`src/rtl/camera_register_file_if.sv`:
```
// -----------------------------------------------------------------------------
// camera_register_file_if
//   SPI-side transaction bus between the SPI peripheral and the camera
//   register file.
//
//   opcode        : current SPI opcode (8 bits)
//   operand       : write operand byte
//   operand_valid : one-cycle strobe, a write operand byte is present
//   operand_read  : one-cycle strobe, the response byte has been consumed
//   operand_count : index of the current byte within the transaction
//   response      : combinational read data returned to the SPI peripheral
//
//   master : the SPI peripheral (drives the request side)
//   slave  : the register file (drives response)
// -----------------------------------------------------------------------------
interface camera_register_file_if #(
  parameter int COUNT_WIDTH = 32
);
  logic [7:0]             opcode;
  logic [7:0]             operand;
  logic                   operand_valid;
  logic                   operand_read;
  logic [COUNT_WIDTH-1:0] operand_count;
  logic [7:0]             response;

  modport master (
    output opcode, operand, operand_valid, operand_read, operand_count,
    input  response
  );

  modport slave (
    input  opcode, operand, operand_valid, operand_read, operand_count,
    output response
  );
endinterface

```
`src/rtl/camera_register_file.sv`:
```
// -----------------------------------------------------------------------------
// camera_register_file
//   SPI-side register file for the camera pipeline. Decodes SPI opcodes into
//   camera control registers, runs the capture state machine from
//   START_CAPTURE through image drain, and returns image bytes, byte counts,
//   metering snapshots and a status byte on the SPI response path.
//   All state updates happen on the falling edge of clock_in.
//
// Ports
//   clock_in               : system clock (falling-edge active)
//   reset_in               : asynchronous active-high reset
//   spi                    : SPI transaction bus (slave side)
//   start_capture_out      : registered one-cycle capture pulse
//   compression_factor_out : JPEG quality select
//   power_save_enable_out  : D-PHY power save
//   gamma_bypass_out       : gamma bypass
//   zoom_out               : zoom factor
//   pan_out                : signed pan offset
//   image_ready_in         : high while the compressed image is valid
//   final_image_address_in : total image size minus 4
//   image_data_in          : buffer read data at image_address_out
//   image_address_out      : buffer read address
//   metering_in            : live metering values, channel k at [8k+7:8k]
//   capture_busy_out       : high while armed or capturing
// -----------------------------------------------------------------------------
module camera_register_file #(
  parameter  int ADDR_WIDTH        = 16,
  parameter  int METERING_CHANNELS = 6,
  parameter  int COUNT_WIDTH       = 32,
  localparam int NB                = (ADDR_WIDTH + 8) / 8
) (
  input  logic                           clock_in,
  input  logic                           reset_in,
  camera_register_file_if.slave          spi,
  output logic                           start_capture_out,
  output logic [1:0]                     compression_factor_out,
  output logic                           power_save_enable_out,
  output logic                           gamma_bypass_out,
  output logic [7:0]                     zoom_out,
  output logic [15:0]                    pan_out,
  input  logic                           image_ready_in,
  input  logic [ADDR_WIDTH-1:0]          final_image_address_in,
  input  logic [7:0]                     image_data_in,
  output logic [ADDR_WIDTH-1:0]          image_address_out,
  input  logic [8*METERING_CHANNELS-1:0] metering_in,
  output logic                           capture_busy_out
);

  localparam logic [7:0] OP_START_CAPTURE     = 8'd20;
  localparam logic [7:0] OP_BYTES_REMAINING   = 8'd21;
  localparam logic [7:0] OP_IMAGE_DATA        = 8'd22;
  localparam logic [7:0] OP_ZOOM              = 8'd23;
  localparam logic [7:0] OP_PAN               = 8'd24;
  localparam logic [7:0] OP_METERING          = 8'd25;
  localparam logic [7:0] OP_QUALITY_FACTOR    = 8'd26;
  localparam logic [7:0] OP_POWER_SAVE_ENABLE = 8'd28;
  localparam logic [7:0] OP_STATUS            = 8'd30;
  localparam logic [7:0] OP_COMPRESSED_BYTES  = 8'd31;
  localparam logic [7:0] OP_GAMMA_BYPASS      = 8'd32;

  typedef enum logic [2:0] {
    ST_IDLE,
    ST_ARMED,
    ST_CAPTURING,
    ST_READY,
    ST_DRAINED
  } state_e;

  state_e state, state_next;

  logic                           image_ready_flag;
  logic                           collision;
  logic [8*METERING_CHANNELS-1:0] snapshot;

  // Byte arithmetic is one bit wider than the address so that a full-size
  // image (final address at all-ones) still yields a correct total.
  logic [ADDR_WIDTH:0] total;
  logic [ADDR_WIDTH:0] addr_ext;
  logic [ADDR_WIDTH:0] remaining;
  logic                addr_below_total;
  logic                addr_can_advance;
  logic [NB*8-1:0]     remaining_ext;
  logic [NB*8-1:0]     final_ext;

  assign addr_ext         = {1'b0, image_address_out};
  assign total            = {1'b0, final_image_address_in} + (ADDR_WIDTH+1)'(4);
  assign addr_below_total = addr_ext < total;
  assign remaining        = addr_below_total ? (total - addr_ext) : '0;
  // The address register cannot represent total when total exceeds its
  // range, so it parks at all-ones instead of wrapping to zero.
  assign addr_can_advance = addr_below_total && !(&image_address_out);
  assign remaining_ext    = (NB*8)'(remaining);
  assign final_ext        = (NB*8)'(final_image_address_in);

  logic start_req;
  logic start_accept;
  logic collision_event;
  logic image_read;

  assign start_req       = spi.operand_valid && (spi.opcode == OP_START_CAPTURE);
  assign start_accept    = start_req && !capture_busy_out;
  assign collision_event = start_req && capture_busy_out;
  assign image_read      = spi.operand_read && (spi.opcode == OP_IMAGE_DATA);

  // ---------------------------------------------------------------------------
  // Capture FSM: state register
  // ---------------------------------------------------------------------------
  always_ff @(negedge clock_in or posedge reset_in) begin
    if (reset_in) begin
      state <= ST_IDLE;
    end else begin
      // NOTE: sequential state uses non-blocking assignments so every register
      // samples pre-edge values regardless of process evaluation order.
      state <= state_next;
    end
  end

  // ---------------------------------------------------------------------------
  // Capture FSM: next-state logic
  // ---------------------------------------------------------------------------
  always_comb begin
    // NOTE: default assignment first so no path leaves state_next unassigned
    // (which would infer a latch).
    state_next = state;
    case (state)
      ST_IDLE:      if (start_accept) state_next = ST_ARMED;
      ST_ARMED:     state_next = ST_CAPTURING;
      ST_CAPTURING: if (image_ready_in) state_next = ST_READY;
      ST_READY: begin
        if (start_accept)           state_next = ST_ARMED;
        else if (!image_ready_in)   state_next = ST_IDLE;
        else if (!addr_can_advance) state_next = ST_DRAINED;
      end
      ST_DRAINED: begin
        if (start_accept)         state_next = ST_ARMED;
        else if (!image_ready_in) state_next = ST_IDLE;
      end
      default:      state_next = ST_IDLE;
    endcase
  end

  // ---------------------------------------------------------------------------
  // Capture FSM: state-decoded outputs
  // ---------------------------------------------------------------------------
  always_comb begin
    capture_busy_out = 1'b0;
    image_ready_flag = 1'b0;
    case (state)
      ST_ARMED, ST_CAPTURING: capture_busy_out = 1'b1;
      ST_READY, ST_DRAINED:   image_ready_flag = 1'b1;
      default: ;
    endcase
  end

  // ---------------------------------------------------------------------------
  // Datapath registers
  // ---------------------------------------------------------------------------
  always_ff @(negedge clock_in or posedge reset_in) begin
    if (reset_in) begin
      start_capture_out      <= 1'b0;
      image_address_out      <= '0;
      snapshot               <= '0;
      collision              <= 1'b0;
      zoom_out               <= '0;
      pan_out                <= '0;
      compression_factor_out <= '0;
      power_save_enable_out  <= 1'b0;
      gamma_bypass_out       <= 1'b0;
    end else begin
      start_capture_out <= start_accept;

      // A new capture rewinds the buffer even if an image read lands on the
      // same edge.
      if (start_accept) begin
        image_address_out <= '0;
      end else if (image_read && (state == ST_READY) && addr_can_advance) begin
        image_address_out <= image_address_out + ADDR_WIDTH'(1);
      end

      if ((state == ST_CAPTURING) && image_ready_in) begin
        snapshot <= metering_in;
      end

      // Setting beats clearing so a collision during a status read is kept.
      if (collision_event) begin
        collision <= 1'b1;
      end else if (spi.operand_read && (spi.opcode == OP_STATUS)) begin
        collision <= 1'b0;
      end

      if (spi.operand_valid) begin
        case (spi.opcode)
          OP_ZOOM: begin
            if (spi.operand_count == '0) zoom_out <= spi.operand;
          end
          OP_PAN: begin
            if (spi.operand_count == COUNT_WIDTH'(0))      pan_out[15:8] <= spi.operand;
            else if (spi.operand_count == COUNT_WIDTH'(1)) pan_out[7:0]  <= spi.operand;
          end
          OP_QUALITY_FACTOR:    compression_factor_out <= spi.operand[1:0];
          OP_POWER_SAVE_ENABLE: power_save_enable_out  <= spi.operand[0];
          OP_GAMMA_BYPASS:      gamma_bypass_out       <= spi.operand[0];
          default: ;
        endcase
      end
    end
  end

  // ---------------------------------------------------------------------------
  // Response mux
  // ---------------------------------------------------------------------------
  logic [7:0] response;

  always_comb begin
    response = 8'h00;
    case (spi.opcode)
      OP_BYTES_REMAINING: begin
        // Most significant byte first.
        for (int i = 0; i < NB; i++) begin
          if (spi.operand_count == COUNT_WIDTH'(i)) response = remaining_ext[8*(NB-1-i) +: 8];
        end
      end
      OP_IMAGE_DATA: response = addr_below_total ? image_data_in : 8'h00;
      OP_METERING: begin
        for (int i = 0; i < METERING_CHANNELS; i++) begin
          if (spi.operand_count == COUNT_WIDTH'(i)) response = snapshot[8*i +: 8];
        end
      end
      OP_STATUS: response = {5'b0, collision, capture_busy_out, image_ready_flag};
      OP_COMPRESSED_BYTES: begin
        // Least significant byte first.
        for (int i = 0; i < NB; i++) begin
          if (spi.operand_count == COUNT_WIDTH'(i)) response = final_ext[8*i +: 8];
        end
      end
      default: ;
    endcase
  end

  assign spi.response = response;

endmodule
```
`src/flat_wrapper.sv`:
```
// flat-port wrapper written by rule: the top's interface ports become plain ports
module camera_register_file_flat 
#(
  parameter  int ADDR_WIDTH        = 16,
  parameter  int METERING_CHANNELS = 6,
  parameter  int COUNT_WIDTH       = 32,
  localparam int NB                = (ADDR_WIDTH + 8) / 8
)
  (clock_in, reset_in, start_capture_out, compression_factor_out, power_save_enable_out, gamma_bypass_out, zoom_out, pan_out, image_ready_in, final_image_address_in, image_data_in, image_address_out, metering_in, capture_busy_out, spi_opcode, spi_operand, spi_operand_valid, spi_operand_read, spi_operand_count, spi_response);
  camera_register_file_if #(.COUNT_WIDTH(COUNT_WIDTH)) spi_i ();
  input  logic clock_in;
  input  logic reset_in;
  output logic start_capture_out;
  output logic [1:0] compression_factor_out;
  output logic power_save_enable_out;
  output logic gamma_bypass_out;
  output logic [7:0] zoom_out;
  output logic [15:0] pan_out;
  input  logic image_ready_in;
  input  logic [ADDR_WIDTH-1:0] final_image_address_in;
  input  logic [7:0] image_data_in;
  output logic [ADDR_WIDTH-1:0] image_address_out;
  input  logic [8*METERING_CHANNELS-1:0] metering_in;
  output logic capture_busy_out;
  input wire logic [$bits(spi_i.opcode)-1:0] spi_opcode;
  input wire logic [$bits(spi_i.operand)-1:0] spi_operand;
  input wire logic [$bits(spi_i.operand_valid)-1:0] spi_operand_valid;
  input wire logic [$bits(spi_i.operand_read)-1:0] spi_operand_read;
  input wire logic [$bits(spi_i.operand_count)-1:0] spi_operand_count;
  output wire logic [$bits(spi_i.response)-1:0] spi_response;
  assign spi_i.opcode = spi_opcode;
  assign spi_i.operand = spi_operand;
  assign spi_i.operand_valid = spi_operand_valid;
  assign spi_i.operand_read = spi_operand_read;
  assign spi_i.operand_count = spi_operand_count;
  assign spi_response = spi_i.response;
  camera_register_file #(.ADDR_WIDTH(ADDR_WIDTH), .METERING_CHANNELS(METERING_CHANNELS), .COUNT_WIDTH(COUNT_WIDTH)) u_core (.clock_in(clock_in), .reset_in(reset_in), .spi(spi_i), .start_capture_out(start_capture_out), .compression_factor_out(compression_factor_out), .power_save_enable_out(power_save_enable_out), .gamma_bypass_out(gamma_bypass_out), .zoom_out(zoom_out), .pan_out(pan_out), .image_ready_in(image_ready_in), .final_image_address_in(final_image_address_in), .image_data_in(image_data_in), .image_address_out(image_address_out), .metering_in(metering_in), .capture_busy_out(capture_busy_out));
endmodule
```
`config.mk`:
```
export PLATFORM = sky130hd
export DESIGN_NAME = camera_register_file_flat
export DESIGN_NICKNAME = d
export VERILOG_FILES = /design/src/rtl/camera_register_file_if.sv /design/src/rtl/camera_register_file.sv /design/src/flat_wrapper.sv
export SDC_FILE = /design/constraint.sdc
export NUM_CORES = 1
export LEC_CHECK = 0
export ABC_AREA = 0
export CAP_MARGIN = 20
export CORE_ASPECT_RATIO = 1.4
export CORE_MARGIN = 5
export CORE_UTILIZATION = 50
export DETAILED_ROUTE_END_ITERATION = 12
export DONT_BUFFER_PORTS = 1
export PLACE_DENSITY = 0.64
export SLEW_MARGIN = 20
export SYNTH_ARGS = -nofsm -noshare
export SYNTH_HDL_FRONTEND = slang
export SYNTH_SLANG_ARGS = --single-unit
```
`constraint.sdc`:
```
create_clock -name clock_in -period 9.7 [get_ports clock_in]
set_clock_uncertainty 0.2 [all_clocks]
set_input_delay 1.455 -clock clock_in [delete_from_list [all_inputs] [get_ports clock_in]]
set_output_delay 1.455 -clock clock_in [all_outputs]
set_load 0.05 [all_outputs]
```
==> flow_summary.yaml <==
worst_setup_path:
  path_class: "flop to primary output"
  rrSetupSlack_ps: 6590
  reg2reg_to: "u_core.image_address_out[15]$_DFFE_NP0P_"
  startpoint_type: "flop"
  crit_path_end_kind: "primary output"
  required_ps: 8050
  worst-r2r-cell-count: 9
  r2r_start: "u_core.image_address_out[1]$_DFFE_NP0P_"
  worst_ep_arrival_time_ps: 8000
  cp_max_fo: 3
routing:
  drc_errors: 0
  routedWlPerCell_um: 24.2
  vias_per_cell: 6.47
  drt_first_pass_iters: 6
  drtIter0Drc: 270
  vias: 5042
  wirelength_um: 18900
  ant_nets: 0
finish:
  final_cell_mix: "dfrtn_1, mux2_2, nand2_1"
  fill_cells: 1060
  multi_input_area_um2: 3600
  final_core_util_pct: 58.3
  register_area_um2: 2430
  design_area_um2: 6920
  drive_gt1_share_pct: 25.6
  syn_to_final_growth_pct: 13.5
  finalNetCount: 771
  n_antenna_cell: 0
  final_common_cell: "dfrtn_1"
global_route:
  antenna_found_initial: 0
  grt.overflow.total: 0
  grt_pass1_vias: 5389
  grt_max_degree: 44
  track_usage_pct: 26.3
  grt_pass1_wl_um: 29200
die:
  coreArea_um2: 11900
  die_w_um: 103
  num_rows: 47
  die_y_um: 141
  die_area_um2: 14500
  io_pins: 179
  start_util_pct: 51.4
placement:
  placed_area_um2: 6570
  hpwl_um: 15200
  port_buffers: 0
  place_congestion: 0.933
yosys:
  yosysSeqAreaShare_pct: 39.8
  yosys_warnings: 0
  ys_types: 71
  synth_top_area_share_pct: 39.8
  netlist_area_um2: 6100
  syn-instance-count: 593
  synthFlopType: "dfrtn_1"
  syn-num-nets: 737
  ys_ff_latch: 97
  synth_edf_count: 0
  synthArstFlopShare_pct: 100
  avgSynthCellArea_um2: 10.3
  synth_area_leaders: "dfrtn_1, mux2_2, ha_1"
  yosysTopAreaCell: "dfrtn_1"
worst_hold_path:
  hold_depth: 1
  hold_end: "u_core.snapshot[42]$_DFFE_NP0P_"
  hold_class: "flop to flop"
  hold_start: "u_core.snapshot[42]$_DFFE_NP0P_"
sta:
  tightest_slew_ps: 925
  slew_violations: 0
  slew_headroom_pct: 37.7
  hold_viol_final: 0
  rsz0062_at_grt: "yes"
  fin_setup_tns_ps: 0
  setup_violations: 0
power:
  p_per_area_nw_per_um2: 186
  power.leakage_nw: 2.83
  peakVddDrop_mv: 0.166
clock_tree:
  htreeDepth: 3
  cts-root-buf: "clkbuf_16"
  insertion_delay_ps: 350
  cts_tree: "built"
  clockBufferDepth: 2
  path_clk_slew_ps: 50
  cts_hold_buffers: 0
  cts_sinks: 97
  cts_made_buffers: 9
flow_run:
  maxCapViolCount: 0
status:
  status: "finished clean"
[logic make-up after synthesis]
logic type	synth area share (%)
adder cells (fa/ha/maj)	4.02
AND/OR/NAND/NOR	17.2
multiplexers	18.9
AO/OA/AOI/OAI	13.9
buffers and inverters	2.73
XOR/XNOR	3.44
flip-flops	39.8
[through the flow]
stage	std cells	power (mW)	setup slack, ps	hold slack, ps
global route	779	1.37	-42.9	260
detailed placement	762	0.958	77.0	255
floorplan	593	0.867	-212	227
CTS	778	1.30	8.82	254
finish	779	1.29	45.2	251
global placement	762	0.937	146	246
[registers in the layout, summed over array words and instances (netlist names)]
| signal | count |
|---|---|
| u_core.collision | 1 |
| u_core.compression_factor_out | 2 |
| u_core.gamma_bypass_out | 1 |
| u_core.image_address_out | 16 |
| u_core.pan_out | 16 |
| u_core.power_save_enable_out | 1 |
| u_core.snapshot | 48 |
| u_core.start_capture_out | 1 |
| u_core.state | 3 |
| u_core.zoom_out | 8 |
[power breakdown]
part | switching, mW | internal (mW) | total (mW)
Sequential | 0.0664 | 0.525 | 0.592
Clock | 0.161 | 0.177 | 0.338
Combinational | 0.170 | 0.190 | 0.360
Total | 0.397 | 0.893 | 1.29
[critical path: stages, from the launching register on]
cell and delay (ps):
dfrtn_1 430, ha_1 170, inv_1 50, fa_2 380
a211oi_2 310, o21ai_2 140, and3_1 190, a311oi_1 300
xnor2_1 180, a22oi_1 140, o221ai_2 340, buf_12 180
[cell usage after synthesis, drive strengths merged (3+ instances only)]
| cell | n |
|---|---|
| a211o | 3 |
| a211oi | 3 |
| a21o | 9 |
| a21oi | 26 |
| a221o | 3 |
| a22oi | 5 |
| a32oi | 3 |
| and3 | 7 |
| buf | 7 |
| clkbuf | 10 |
| dfrtn | 97 |
| ha | 18 |
| inv | 24 |
| mux2 | 75 |
| mux2i | 15 |
| mux4 | 7 |
| nand2 | 46 |
| nand2b | 4 |
| nand3 | 28 |
| nand4 | 19 |
| nor2 | 24 |
| nor2b | 6 |
| nor3 | 16 |
| nor3b | 4 |
| nor4 | 14 |
| nor4b | 6 |
| o2111ai | 3 |
| o211ai | 3 |
| o21a | 5 |
| o21ai | 22 |
| o221ai | 7 |
| o31ai | 3 |
| or2 | 4 |
| or3 | 7 |
| or4 | 4 |
| xnor2 | 14 |
| xor2 | 10 |
[what timing repair did]
action	in CTS	in global routing
hold endpoints to repair	0	0
setup endpoints to repair	5	8
buffers inserted	0	1
pin swaps	0	6
gates resized for setup	5	10
[final cells by class]
class	count	area share, %
multi-input cells	454	52.0
flip-flops and latches	97	35.1
repair buffers	40	4.88
clock buffers	10	3.31
well taps	147	2.66
inverters	25	1.39
clock inverters	6	0.741
[layer usage]
metal  routed length [um]  global-route usage [%]  vias to the layer above
met2                 9890                    45.0                      192
met5                    0                       0                        -
met1                 6820                    29.9                     2480
met3                 1440                    7.27                       42
met4                  737                    11.5                        0
li1                     -                       -                     2328
[worst max-delay path by stage]
stage,end,cells after the start,slack (ps),startpoint
after global routing,spi_response[2],11,-40,u_core.image_address_out[0]$_DFFE_NP0P_
after floorplan,spi_response[1],9,-210,u_core.image_address_out[2]$_DFFE_NP0P_
after global placement,u_core.image_address_out[8]$_DFFE_NP0P_,11,150,final_image_address_in[2]
after CTS,spi_response[2],11,9,u_core.image_address_out[0]$_DFFE_NP0P_
final,spi_response[2],11,50,u_core.image_address_out[0]$_DFFE_NP0P_
after detailed placement,u_core.image_address_out[8]$_DFFE_NP0P_,11,80,final_image_address_in[2]
No activity file was read; power rests on OpenSTA's default activity.
